===== src/rtl/spi_pkg.sv =====
// ============================================================================
// spi_pkg : shared types and constants for the SPI mode-0 responder
// Revision: 1.0
// ============================================================================
`default_nettype none

package spi_pkg;

  localparam int SPI_BITS = 8;
  localparam int CNT_W    = $clog2(SPI_BITS);

  localparam logic [SPI_BITS-1:0] IDLE_BYTE_DEF = 8'hFF;

  typedef enum logic [0:0] {
    ST_IDLE  = 1'b0,
    ST_SHIFT = 1'b1
  } state_e;

endpackage

`default_nettype wire


===== src/rtl/spi_sync_edge.sv =====
// ============================================================================
// spi_sync_edge : N-flop synchronizer, history flop and registered rise/fall
// Revision: 1.0
// ============================================================================
`default_nettype none

module spi_sync_edge #(
  parameter int   SYNC_STAGES = 2,
  parameter logic RST_VAL     = 1'b0
) (
  input  logic clk_i,
  input  logic rst_i,
  input  logic d_i,
  output logic lvl_o,
  output logic dly_o,
  output logic rise_o,
  output logic fall_o
);

  logic [SYNC_STAGES-1:0] sync_q;
  logic                   hist_q;
  logic                   rise_q;
  logic                   fall_q;

  // Events are registered so they line up with dly_o, the history flop.
  always_ff @(posedge clk_i or posedge rst_i) begin
    if (rst_i) begin
      sync_q <= {SYNC_STAGES{RST_VAL}};
      hist_q <= RST_VAL;
      rise_q <= 1'b0;
      fall_q <= 1'b0;
    end else begin
      sync_q <= {sync_q[SYNC_STAGES-2:0], d_i};
      hist_q <= sync_q[SYNC_STAGES-1];
      rise_q <= sync_q[SYNC_STAGES-1] & ~hist_q;
      fall_q <= ~sync_q[SYNC_STAGES-1] & hist_q;
    end
  end

  assign lvl_o  = sync_q[SYNC_STAGES-1];
  assign dly_o  = hist_q;
  assign rise_o = rise_q;
  assign fall_o = fall_q;

endmodule

`default_nettype wire


===== src/rtl/spi_slave_drive.sv =====
// ============================================================================
// spi_slave_drive : oversampled SPI mode-0 responder with 1-deep TX/RX buffers
// Optional sticky error flags: define SPI_SLAVE_STATUS_EN
// Revision: 1.0
// ============================================================================
`default_nettype none

module spi_slave_drive
  import spi_pkg::*;
#(
  parameter logic [SPI_BITS-1:0] IDLE_BYTE   = IDLE_BYTE_DEF,
  parameter int                  SYNC_STAGES = 2
) (
  input  logic                sys_clk,
  input  logic                sys_rst,
  input  logic                spi_sclk,
  input  logic                spi_cs,
  input  logic                spi_mosi,
  output logic                spi_miso,
  output logic                spi_miso_oe,
  input  logic [SPI_BITS-1:0] tx_data,
  input  logic                tx_valid,
  output logic                tx_ready,
  output logic [SPI_BITS-1:0] rx_data,
  output logic                rx_valid,
  input  logic                rx_ready,
  output logic                cs_active,
  input  logic                status_clr,
  output logic                ovr_err,
  output logic                udr_err
);

  logic sclk_rise, sclk_fall, cs_rise, cs_fall, cs_lvl, mosi_s;
  logic unused_sclk_lvl, unused_sclk_dly, unused_cs_dly;
  logic unused_mosi_lvl, unused_mosi_rise, unused_mosi_fall;

  spi_sync_edge #(.SYNC_STAGES(SYNC_STAGES), .RST_VAL(1'b0)) u_sync_sclk (
    .clk_i(sys_clk), .rst_i(sys_rst), .d_i(spi_sclk),
    .lvl_o(unused_sclk_lvl), .dly_o(unused_sclk_dly),
    .rise_o(sclk_rise), .fall_o(sclk_fall)
  );

  // CS idles high, so its chain resets high to avoid a false cs_fall.
  spi_sync_edge #(.SYNC_STAGES(SYNC_STAGES), .RST_VAL(1'b1)) u_sync_cs (
    .clk_i(sys_clk), .rst_i(sys_rst), .d_i(spi_cs),
    .lvl_o(cs_lvl), .dly_o(unused_cs_dly),
    .rise_o(cs_rise), .fall_o(cs_fall)
  );

  spi_sync_edge #(.SYNC_STAGES(SYNC_STAGES), .RST_VAL(1'b0)) u_sync_mosi (
    .clk_i(sys_clk), .rst_i(sys_rst), .d_i(spi_mosi),
    .lvl_o(unused_mosi_lvl), .dly_o(mosi_s),
    .rise_o(unused_mosi_rise), .fall_o(unused_mosi_fall)
  );

  state_e              state_q;
  logic [CNT_W-1:0]    bit_cnt_q;
  logic [SPI_BITS-1:0] tx_shift_q;
  logic [SPI_BITS-1:0] rx_shift_q;
  logic                miso_q;
  logic                miso_oe_q;
  logic [SPI_BITS-1:0] tx_buf_q;
  logic                tx_full_q;
  logic [SPI_BITS-1:0] rx_data_q;
  logic                rx_valid_q;

  logic                load_pt;
  logic                byte_done;
  logic                tx_wr;
  logic                rx_accept;
  logic                ovr_set;
  logic                udr_set;
  logic [SPI_BITS-1:0] load_byte;
  logic [SPI_BITS-1:0] rx_next;

  always_comb begin
    load_pt   = 1'b0;
    byte_done = 1'b0;
    load_byte = tx_full_q ? tx_buf_q : IDLE_BYTE;
    rx_next   = {rx_shift_q[SPI_BITS-2:0], mosi_s};
    if (state_q == ST_IDLE) begin
      load_pt = cs_fall;
    end else if (!cs_rise) begin
      load_pt   = sclk_fall && (bit_cnt_q == '0);
      byte_done = sclk_rise && (bit_cnt_q == CNT_W'(SPI_BITS - 1));
    end
    tx_wr     = tx_valid && !tx_full_q;
    rx_accept = !rx_valid_q || rx_ready;
    udr_set   = load_pt && !tx_full_q;
    ovr_set   = byte_done && !rx_accept;
  end

  always_ff @(posedge sys_clk or posedge sys_rst) begin
    if (sys_rst) begin
      state_q    <= ST_IDLE;
      bit_cnt_q  <= '0;
      tx_shift_q <= '0;
      rx_shift_q <= '0;
      miso_q     <= 1'b0;
      miso_oe_q  <= 1'b0;
    end else begin
      case (state_q)
        ST_IDLE: begin
          miso_q    <= 1'b0;
          miso_oe_q <= 1'b0;
          bit_cnt_q <= '0;
          if (cs_fall) begin
            tx_shift_q <= load_byte;
            miso_q     <= load_byte[SPI_BITS-1];
            miso_oe_q  <= 1'b1;
            state_q    <= ST_SHIFT;
          end
        end
        ST_SHIFT: begin
          if (cs_rise) begin
            state_q    <= ST_IDLE;
            miso_q     <= 1'b0;
            miso_oe_q  <= 1'b0;
            bit_cnt_q  <= '0;
            rx_shift_q <= '0;
          end else begin
            if (sclk_rise) begin
              rx_shift_q <= rx_next;
              bit_cnt_q  <= bit_cnt_q + CNT_W'(1);
            end
            if (load_pt) begin
              tx_shift_q <= load_byte;
              miso_q     <= load_byte[SPI_BITS-1];
            end else if (sclk_fall) begin
              tx_shift_q <= {tx_shift_q[SPI_BITS-2:0], 1'b0};
              miso_q     <= tx_shift_q[SPI_BITS-2];
            end
          end
        end
        default: state_q <= ST_IDLE;
      endcase
    end
  end

  always_ff @(posedge sys_clk or posedge sys_rst) begin
    if (sys_rst) begin
      tx_buf_q   <= '0;
      tx_full_q  <= 1'b0;
      rx_data_q  <= '0;
      rx_valid_q <= 1'b0;
    end else begin
      if (tx_wr) begin
        tx_buf_q  <= tx_data;
        tx_full_q <= 1'b1;
      end else if (load_pt) begin
        tx_full_q <= 1'b0;
      end
      // A byte arriving while the old one is unclaimed is dropped.
      if (byte_done) begin
        if (rx_accept) begin
          rx_data_q  <= rx_next;
          rx_valid_q <= 1'b1;
        end
      end else if (rx_valid_q && rx_ready) begin
        rx_valid_q <= 1'b0;
      end
    end
  end

`ifdef SPI_SLAVE_STATUS_EN
  logic ovr_q;
  logic udr_q;

  always_ff @(posedge sys_clk or posedge sys_rst) begin
    if (sys_rst) begin
      ovr_q <= 1'b0;
      udr_q <= 1'b0;
    end else begin
      if (ovr_set)         ovr_q <= 1'b1;
      else if (status_clr) ovr_q <= 1'b0;
      if (udr_set)         udr_q <= 1'b1;
      else if (status_clr) udr_q <= 1'b0;
    end
  end

  assign ovr_err = ovr_q;
  assign udr_err = udr_q;
`else
  logic unused_status;
  assign unused_status = status_clr ^ ovr_set ^ udr_set;
  assign ovr_err       = 1'b0;
  assign udr_err       = 1'b0;
`endif

  assign spi_miso    = miso_q;
  assign spi_miso_oe = miso_oe_q;
  assign tx_ready    = ~tx_full_q;
  assign rx_data     = rx_data_q;
  assign rx_valid    = rx_valid_q;
  assign cs_active   = ~cs_lvl;

endmodule

`default_nettype wire


===== config.mk =====
export PLATFORM = sky130hd
export DESIGN_NAME = spi_slave_drive
export DESIGN_NICKNAME = d
export VERILOG_FILES = /design/src/rtl/spi_pkg.sv /design/src/rtl/spi_sync_edge.sv /design/src/rtl/spi_slave_drive.sv
export SDC_FILE = /design/constraint.sdc
export NUM_CORES = 1
export LEC_CHECK = 0
export ABC_CLOCK_PERIOD_IN_PS = 1900
export CAP_MARGIN = 15
export CORE_MARGIN = 5
export CORE_UTILIZATION = 25
export CTS_BUF_LIST = sky130_fd_sc_hd__clkbuf_4 sky130_fd_sc_hd__clkbuf_8
export DETAILED_ROUTE_END_ITERATION = 10
export DONT_BUFFER_PORTS = 1
export PLACE_DENSITY = 0.37
export SLEW_MARGIN = 5
export SYNTH_ARGS = -nofsm -noshare
export SYNTH_HDL_FRONTEND = slang
export SYNTH_HIERARCHICAL = 1
export SYNTH_SLANG_ARGS = --single-unit

===== constraint.sdc =====
create_clock -name sys_clk -period 1.9 [get_ports sys_clk]
set_input_delay 0.475 -clock sys_clk [delete_from_list [all_inputs] [get_ports sys_clk]]
set_output_delay 0.475 -clock sys_clk [all_outputs]
set_load 0.02 [all_outputs]

* Yosys cells after proc, flatten, opt, wreduce, memory -nomap -nowiden
Index checks and enable logic that the tools add are counted.
Widths: inputs -> output; s select.
** Operators by class
- Add/sub/neg operators :: 1
- Equality and inequality tests :: 8
- Multiplexer cells :: 30
- Bitwise operators :: 10
- Reduce and logical (&&, ||, !) cells :: 15
** Operator list (number)
- $mux 7 :: 6
- $mux 1 :: 16
- $pmux 7 s2 :: 1
- $mux 8 :: 1
- $mux 3 :: 2
- $ne 2x1->1 const B :: 3
- $ne 3x1->1 const B :: 2
- $not 1->1 :: 6
- $pmux 1 s2 :: 3
- $pmux 3 s2 :: 1
- $reduce_and 2->1 :: 3
- $reduce_bool 2->1 :: 3
- $and 1x1->1 :: 4
- $logic_and 1x1->1 :: 4
- $ne 4x1->1 const B :: 1
- $add 3x1->3 const B :: 1
- $eq 3x3->1 const B :: 1
- $logic_not 3->1 :: 1
- $reduce_and 3->1 :: 1
- $logic_not 1->1 :: 2
- $ne 2x2->1 const B :: 1
- $logic_or 1x1->1 :: 1
** Word-level totals
- Register bits :: 51
- Output and inout port bits :: 15

* Logic depth before layout (Yosys ltp)
Gate-level depths: netlist of run 1.
- Word-level depth :: 7
- Mapped depth :: 7
- Depth with buffers taken out :: 6

* Cells and area by module
Netlist of run 1, hierarchy kept.
** Modules (own cells, without submodules)
- spi_slave_drive :: times used 1, cells each 139, area each 1697.9 um^2
- spi_sync_edge (u_sync_mosi ...) :: times used 2, cells each 8, area each 143.9 um^2
- spi_sync_edge (u_sync_cs) :: times used 1, cells each 8, area each 147.6 um^2

* Least setup slack after synthesis of run 1
No wires, ideal clock.
- Path kind :: flip-flop to flip-flop
- Start point :: register u_sync_sclk.rise_q (netlist: u_sync_sclk/rise_o)
- End point :: register rx_data_q[0] (netlist: rx_data[0])
- Arrival :: 1.444 ns
- Data required time :: 1.775 ns
- Setup slack :: 0.331 ns
- Cell stages (with the launch flop) :: 7
- Buffers on the path :: 3
- Period minus slack after synthesis :: 1.569 ns
- Cells stage by stage :: dfrtp_1 > clkbuf_1 > and2_4 > buf_6 > and3_4 > buf_12 > mux2_4
** Between the ends
- Longest elaborated chain between the ends :: 4
** Ends and longest elaborated chain
- start, declared :: line spi_sync_edge.sv:22 : logic rise_q;
- start signal, assigned :: line spi_sync_edge.sv:35 : rise_q <= sync_q[SYNC_STAGES-1] & ~hist_q;
- $logic_and 1x1->1 :: line spi_slave_drive.sv:85 : byte_done = sclk_rise && (bit_cnt_q == CNT_W'(SPI_BITS - 1));
- $mux 1 :: line spi_slave_drive.sv:83 : end else if (!cs_rise) begin
- $mux 1 :: line spi_slave_drive.sv:81 : if (state_q == ST_IDLE) begin
- $reduce_and 2->1 (no line)
- end signal, assigned :: line spi_slave_drive.sv:156 : rx_data_q <= rx_next;
- end, declared :: line spi_slave_drive.sv:64 : logic [SPI_BITS-1:0] rx_data_q;
No other way between the ends.
A chain may end at the register's enable or synchronous reset.

* Worst setup path in the final report of run 1
- Start point :: register u_sync_cs.rise_q (netlist: u_sync_cs/rise_o)
- End point :: register rx_data_q[0] (netlist: rx_data[0])
** Between the ends
- Longest elaborated chain between the ends :: 3
** Ends and longest elaborated chain (line)
- start, declared :: spi_sync_edge.sv:22
- start signal, assigned :: spi_sync_edge.sv:35
- $mux 1 :: spi_slave_drive.sv:83
- $mux 1 :: spi_slave_drive.sv:81
- $reduce_and 2->1 (no line)
No other way between the ends.

==> results of run 1 <==
-- registers in the layout, summed over array words and instances, names as in the netlist, 2 cells and up --
name                count
tx_shift_q              7
rx_shift_q              7
u_sync_cs/sync_q        2
tx_buf_q                8
u_sync_mosi/sync_q      2
rx_data                 8
bit_cnt_q               3
u_sync_sclk/sync_q      2
-- worst max-delay path, stage by stage (launching register included) --
cell and delay, ns:
dfrtp_1 0.45, nor2b_4 0.18, and2_4 0.21, and3_4 0.30
mux2_4 0.31
-- timing repair --
item | CTS | global route
hold buffers | 1 | 0
hold endpoints to repair | 10 | 0
endpoints found under the setup margin | 0 | 0
-- layer usage --
metal / part of all wire / vias up / wire length (um)
li1: - / 544 / -
met5: 0 / - / 0
met1: 0.45 / 563 / 1583
met3: 0.048 / 5 / 171
met4: 0.015 / 0 / 53
met2: 0.49 / 18 / 1725
-- stage by stage --
stage / setup slack (ns) / std cells / hold WS (ns)
floorplan: 0.3309 / 160 / 0.2286
global placement: 0.3375 / 261 / 0.2419
detailed placement: 0.3192 / 261 / 0.2457
CTS: 0.3136 / 270 / 0.1617
global route: 0.2394 / 270 / 0.1477
finish: 0.3270 / 270 / 0.1718
-- worst max path at each step --
stage                             from          to  cells after the start
CTS                   u_sync_cs/rise_o  rx_data[0]                      4
global route          u_sync_cs/rise_o  rx_data[0]                      4
detailed placement    u_sync_cs/rise_o  rx_data[6]                      4
finish                u_sync_cs/rise_o  rx_data[0]                      4
global placement      u_sync_cs/rise_o  rx_data[0]                      4
floorplan           u_sync_sclk/rise_o  rx_data[0]                      6
-- report_power, final --
group          leakage [nW]  switching (mW)  internal (mW)
registers             0.643           0.153           1.31
logic                 0.342           0.245          0.238
clock network        0.0491           0.330          0.288
-- layout make-up --
| type | count | area (sq um) | area share |
|---|---|---|---|
| Clock buffer | 7 | 83.83 | 0.03693 |
| Clock inverter | 1 | 5.005 | 0.002205 |
| Inverter | 9 | 33.78 | 0.01488 |
| Multi-Input combinational cell | 92 | 695.7 | 0.3065 |
| Sequential cell | 51 | 1280 | 0.5639 |
| Tap cell | 105 | 131.4 | 0.05788 |
| Timing Repair Buffer | 5 | 40.04 | 0.01764 |
==> impl_metrics.toml, run 1 <==
[global_route]
grt_max_degree = 39
grt_pass1_wl_um = 6189
use_met2 = 0.1210
use_met1 = 0.09961
antenna_found_initial = 0
grt_overflow = 0
grt_pass1_vias = 1222
track_usage = 0.07653
grt_util_met3 = 0.02215
grt-busiest-layer = "met2"

[layout]
final_common_cell = "dfrtp_1"
finalInstanceArea_sq_um = 2270
final_nets = 183
fill_cells = 820
syn_to_final_growth_pct = 9.740
fin_util = 0.2790
drive_above_1_share = 0.2242
layout_common_cells = "dfrtp_1 (48), nand2_1 (14), nor2_1 (9)"
diodes = 0

[drt]
avgRoutedWirePerCell_um = 13.09
ant_nets = 0
num_vias = 1130
drt_iter0_drc = 20
route.detailed.drc = 0
via_per_inst = 4.185
drt_first_pass_iters = 4
routed_wl_um = 3533

[place]
post_dp_cell_area_sq_um = 2171
gp_congestion = 0.7422
port_buffers = 0
place.detailed.hpwl_um = 2609

[floorplan]
fp.dieW_um = 101.0
coreArea_sq_um = 8134
start_util = 0.2543
die_y_um = 101.0
ios = 31
rows = 33
die-area_sq_um = 10190

[worst_hold_path]
whs_path_depth = 0
hold_path.startpoint = "spi_cs"
min_to = "u_sync_cs/sync_q[0]"
min_path_type = "input port to flip-flop"

[clocking]
cts_max_level = 2
cts_setup_buffers = 0
cts_tree = "built"
cts_buffer_depth = 2
cts.sinks = 51
ctsResizeCount = 0
insertion_delay_ns = 0.30
cts_made_buffers = 5
clk_pin_slew_ns = 0.08
root_buffer = "clkbuf_8"

[timing]
rsz0062_at_grt = "no"
drv_slew = 0
fmaxAchievable_mhz = 635.7
post-route-period-util = 0.8279
finalSetupViolations = 0
hold_violations = 0
setup_tns_ns = 0
fin_crit_ns = 1.573
worst_clock_skew_ns = 0.007709

[synthesis]
syn-cell-area_sq_um = 2068
avgSynthCellArea_sq_um = 13.01
synthCells = 159
ys.warnings.count = 6

[worst_setup_path]
crit_type = "flip-flop to flip-flop"
startpoint_type = "flip-flop"
reg2reg_slack_ns = 0.33
worstPathRequired_ns = 2.08
cp_max_fo = 8
timing.rr.start = "u_sync_cs/rise_o"
arrival_ns = 1.76
cp-end-kind = "flip-flop"
r2r_end = "rx_data[0]"
ff2ff_path_depth = 4

[power]
finalPower_mw = 2.562
power_density_nw_per_um2 = 1129
irDropWorstVdd_uv = 283.9
power_leakage_nw = 1.034

[job]
drv_cap = 0

[status]
status = "finished, final reports clean"
No activity file was read; power rests on OpenSTA's default activity.
==> run 2: changes to the inputs <==
--- a/config.mk
+++ b/config.mk
@@ -5,7 +5,7 @@
 export SDC_FILE = /design/constraint.sdc
 export NUM_CORES = 1
 export LEC_CHECK = 0
-export ABC_CLOCK_PERIOD_IN_PS = 1900
+export ABC_CLOCK_PERIOD_IN_PS = 1550
 export CAP_MARGIN = 15
 export CORE_MARGIN = 5
 export CORE_UTILIZATION = 25
==> constraint.sdc (replaced) <==
create_clock -name sys_clk -period 1.55 [get_ports sys_clk]
set_input_delay 0.3875 -clock sys_clk [delete_from_list [all_inputs] [get_ports sys_clk]]
set_output_delay 0.3875 -clock sys_clk [all_outputs]
set_load 0.02 [all_outputs]
==> run 2 against run 1 <==
Effect of this change:
- final cell count rose by 1.9%
- critical path depth is the same
- register-to-register slack got worse by 0.23 ns
- clock-buffer cell count down 1
- die area unchanged
- clock power up 54%
- largest cell class unchanged
- non-clock buffer count grew 5
==> impl_metrics.toml, run 2 (synthesized netlist as in run 1, its figures left out) <==
[power]
p_seq_frac = 0.532
power_switching_mw = 0.9242
finalPower_mw = 3.373
power_density_nw_per_um2 = 1439
pwr-share-clk = 0.282
internal_power_mw = 2.448
combPwrFrac = 0.187
p_sw_frac = 0.2740
power_leakage_nw = 1.077
irDropWorstVdd_uv = 458.2

[clocking]
cts_buffer_depth = 2
cts.sinks = 51
cts_made_buffers = 5
cts_tree = "built"
cts_setup_buffers = 0
root_buffer = "clkbuf_8"
insertion_delay_ns = 0.30
cts_max_level = 2
clk_pin_slew_ns = 0.09

[drt]
via_per_inst = 4.240
ant_nets = 0
num_vias = 1166
route.detailed.drc = 0
drt_iter0_drc = 16
avgRoutedWirePerCell_um = 13.08
routed_wl_um = 3597
drt_first_pass_iters = 4

[status]
status = "finished, final reports clean"

[worst_setup_path]
r2r_end = "rx_data[1]"
ff2ff_path_depth = 4
cp_max_fo = 8
reg2reg_slack_ns = 0.1
crit_type = "flip-flop to flip-flop"
startpoint_type = "flip-flop"
timing.rr.start = "bit_cnt_q[0]"
cp-end-kind = "flip-flop"
worstPathRequired_ns = 1.75
arrival_ns = 1.65

[global_route]
grt_pass1_vias = 1264
antenna_found_initial = 0
grt_pass1_wl_um = 6423
track_usage = 0.07972
grt_max_degree = 39
grt_overflow = 0

[layout]
syn_to_final_growth_pct = 13.31
seqCellArea_sq_um = 1280
final_common_cell = "dfrtp_1"
drive_above_1_share = 0.2647
diodes = 0
final_nets = 188
layout_common_cells = "dfrtp_1 (48), nand2_1 (14), nor2_1 (9), buf_4 (9)"
fill_cells = 814
multiInputGateArea_sq_um = 701.9

[timing]
finalSetupViolations = 0
holdWs_ns = 0.08063
hold_violations = 0
post-route-period-util = 0.9384
fin_crit_ns = 1.454
fmaxAchievable_mhz = 687.5
rsz0062_at_grt = "no"
drv_slew = 0
worst_clock_skew_ns = 0.009575

[floorplan]
coreArea_sq_um = 8134
rows = 33
die_y_um = 101.0
die-area_sq_um = 10190
fp.dieW_um = 101.0
ios = 31
start_util = 0.2543

[worst_hold_path]
min_path_type = "input port to asynchronous set/reset pin"

[place]
gp_congestion = 0.7297
place.detailed.hpwl_um = 2679
port_buffers = 0

[job]
drv_cap = 0
run 2: worst max-delay path, stage by stage, from the launching register on:
cell	delay, ns
dfrtp_1	0.42
ha_1	0.21
ha_1	0.19
and3_4	0.23
mux2_4	0.31
run 2: stage by stage:
step           setup TNS [ns]  setup WS [ns]    util  cells  instance area, sq um
2_1_floorplan        -0.01984      -0.002480       -    160                  2073
3_3_place_gp                0         0.1058  0.2715    266                  2208
3_5_place_dp                0        0.07627  0.2715    266                  2208
4_1_cts                     0        0.04492  0.2873    275                  2337
5_1_grt                     0        0.02908  0.2881    275                  2344
6_report                    0        0.09551  0.2881    275                  2344
run 2: what timing repair did:
action                                  4_1_cts  5_1_grt
endpoints found under the setup margin        1        5
gates resized for setup                       1        2
hold buffers                                  1        0
endpoints found under the hold margin        10        0
run 2: power by group through the flow:
stage / clock (mW) / sequential [mW] / combinational (mW)
global route: 1.04 / 1.83 / 0.721
floorplan: 0 / 1.76 / 0.500
CTS: 0.983 / 1.80 / 0.635
finish: 0.950 / 1.79 / 0.629
global placement: 0 / 1.81 / 0.612
detailed placement: 0 / 1.83 / 0.628
run 2: cell type report:
type | instances | share of cell area
flip-flops and latches | 51 | 0.5462
multi-input cells | 92 | 0.2995
well taps | 105 | 0.05606
clock buffers | 6 | 0.03524
repair buffers | 10 | 0.03310
clock inverters | 2 | 0.01495
inverters | 9 | 0.01495
run 2: worst max path at each step:
stage                     start             to  slack [ns]  cells after the start
6_report           bit_cnt_q[0]     rx_data[1]         0.1                      4
5_1_grt            bit_cnt_q[1]  tx_shift_q[1]        0.03                      6
4_1_cts            bit_cnt_q[0]  tx_shift_q[6]        0.04                      6
3_5_place_dp       bit_cnt_q[0]     rx_data[0]        0.08                      4
3_3_place_gp   u_sync_cs/rise_o     rx_data[1]        0.11                      4
2_1_floorplan           state_q     rx_data[0]      -0.002                      6
run 2: per-layer routing:
layer | wire length [um] | track usage | vias to the layer above
met5 | 0 | 0 | -
met4 | 27 | 0.02761 | 0
met3 | 208 | 0.02837 | 4
met2 | 1824 | 0.1271 | 22
met1 | 1535 | 0.1000 | 587
li1 | - | - | 553
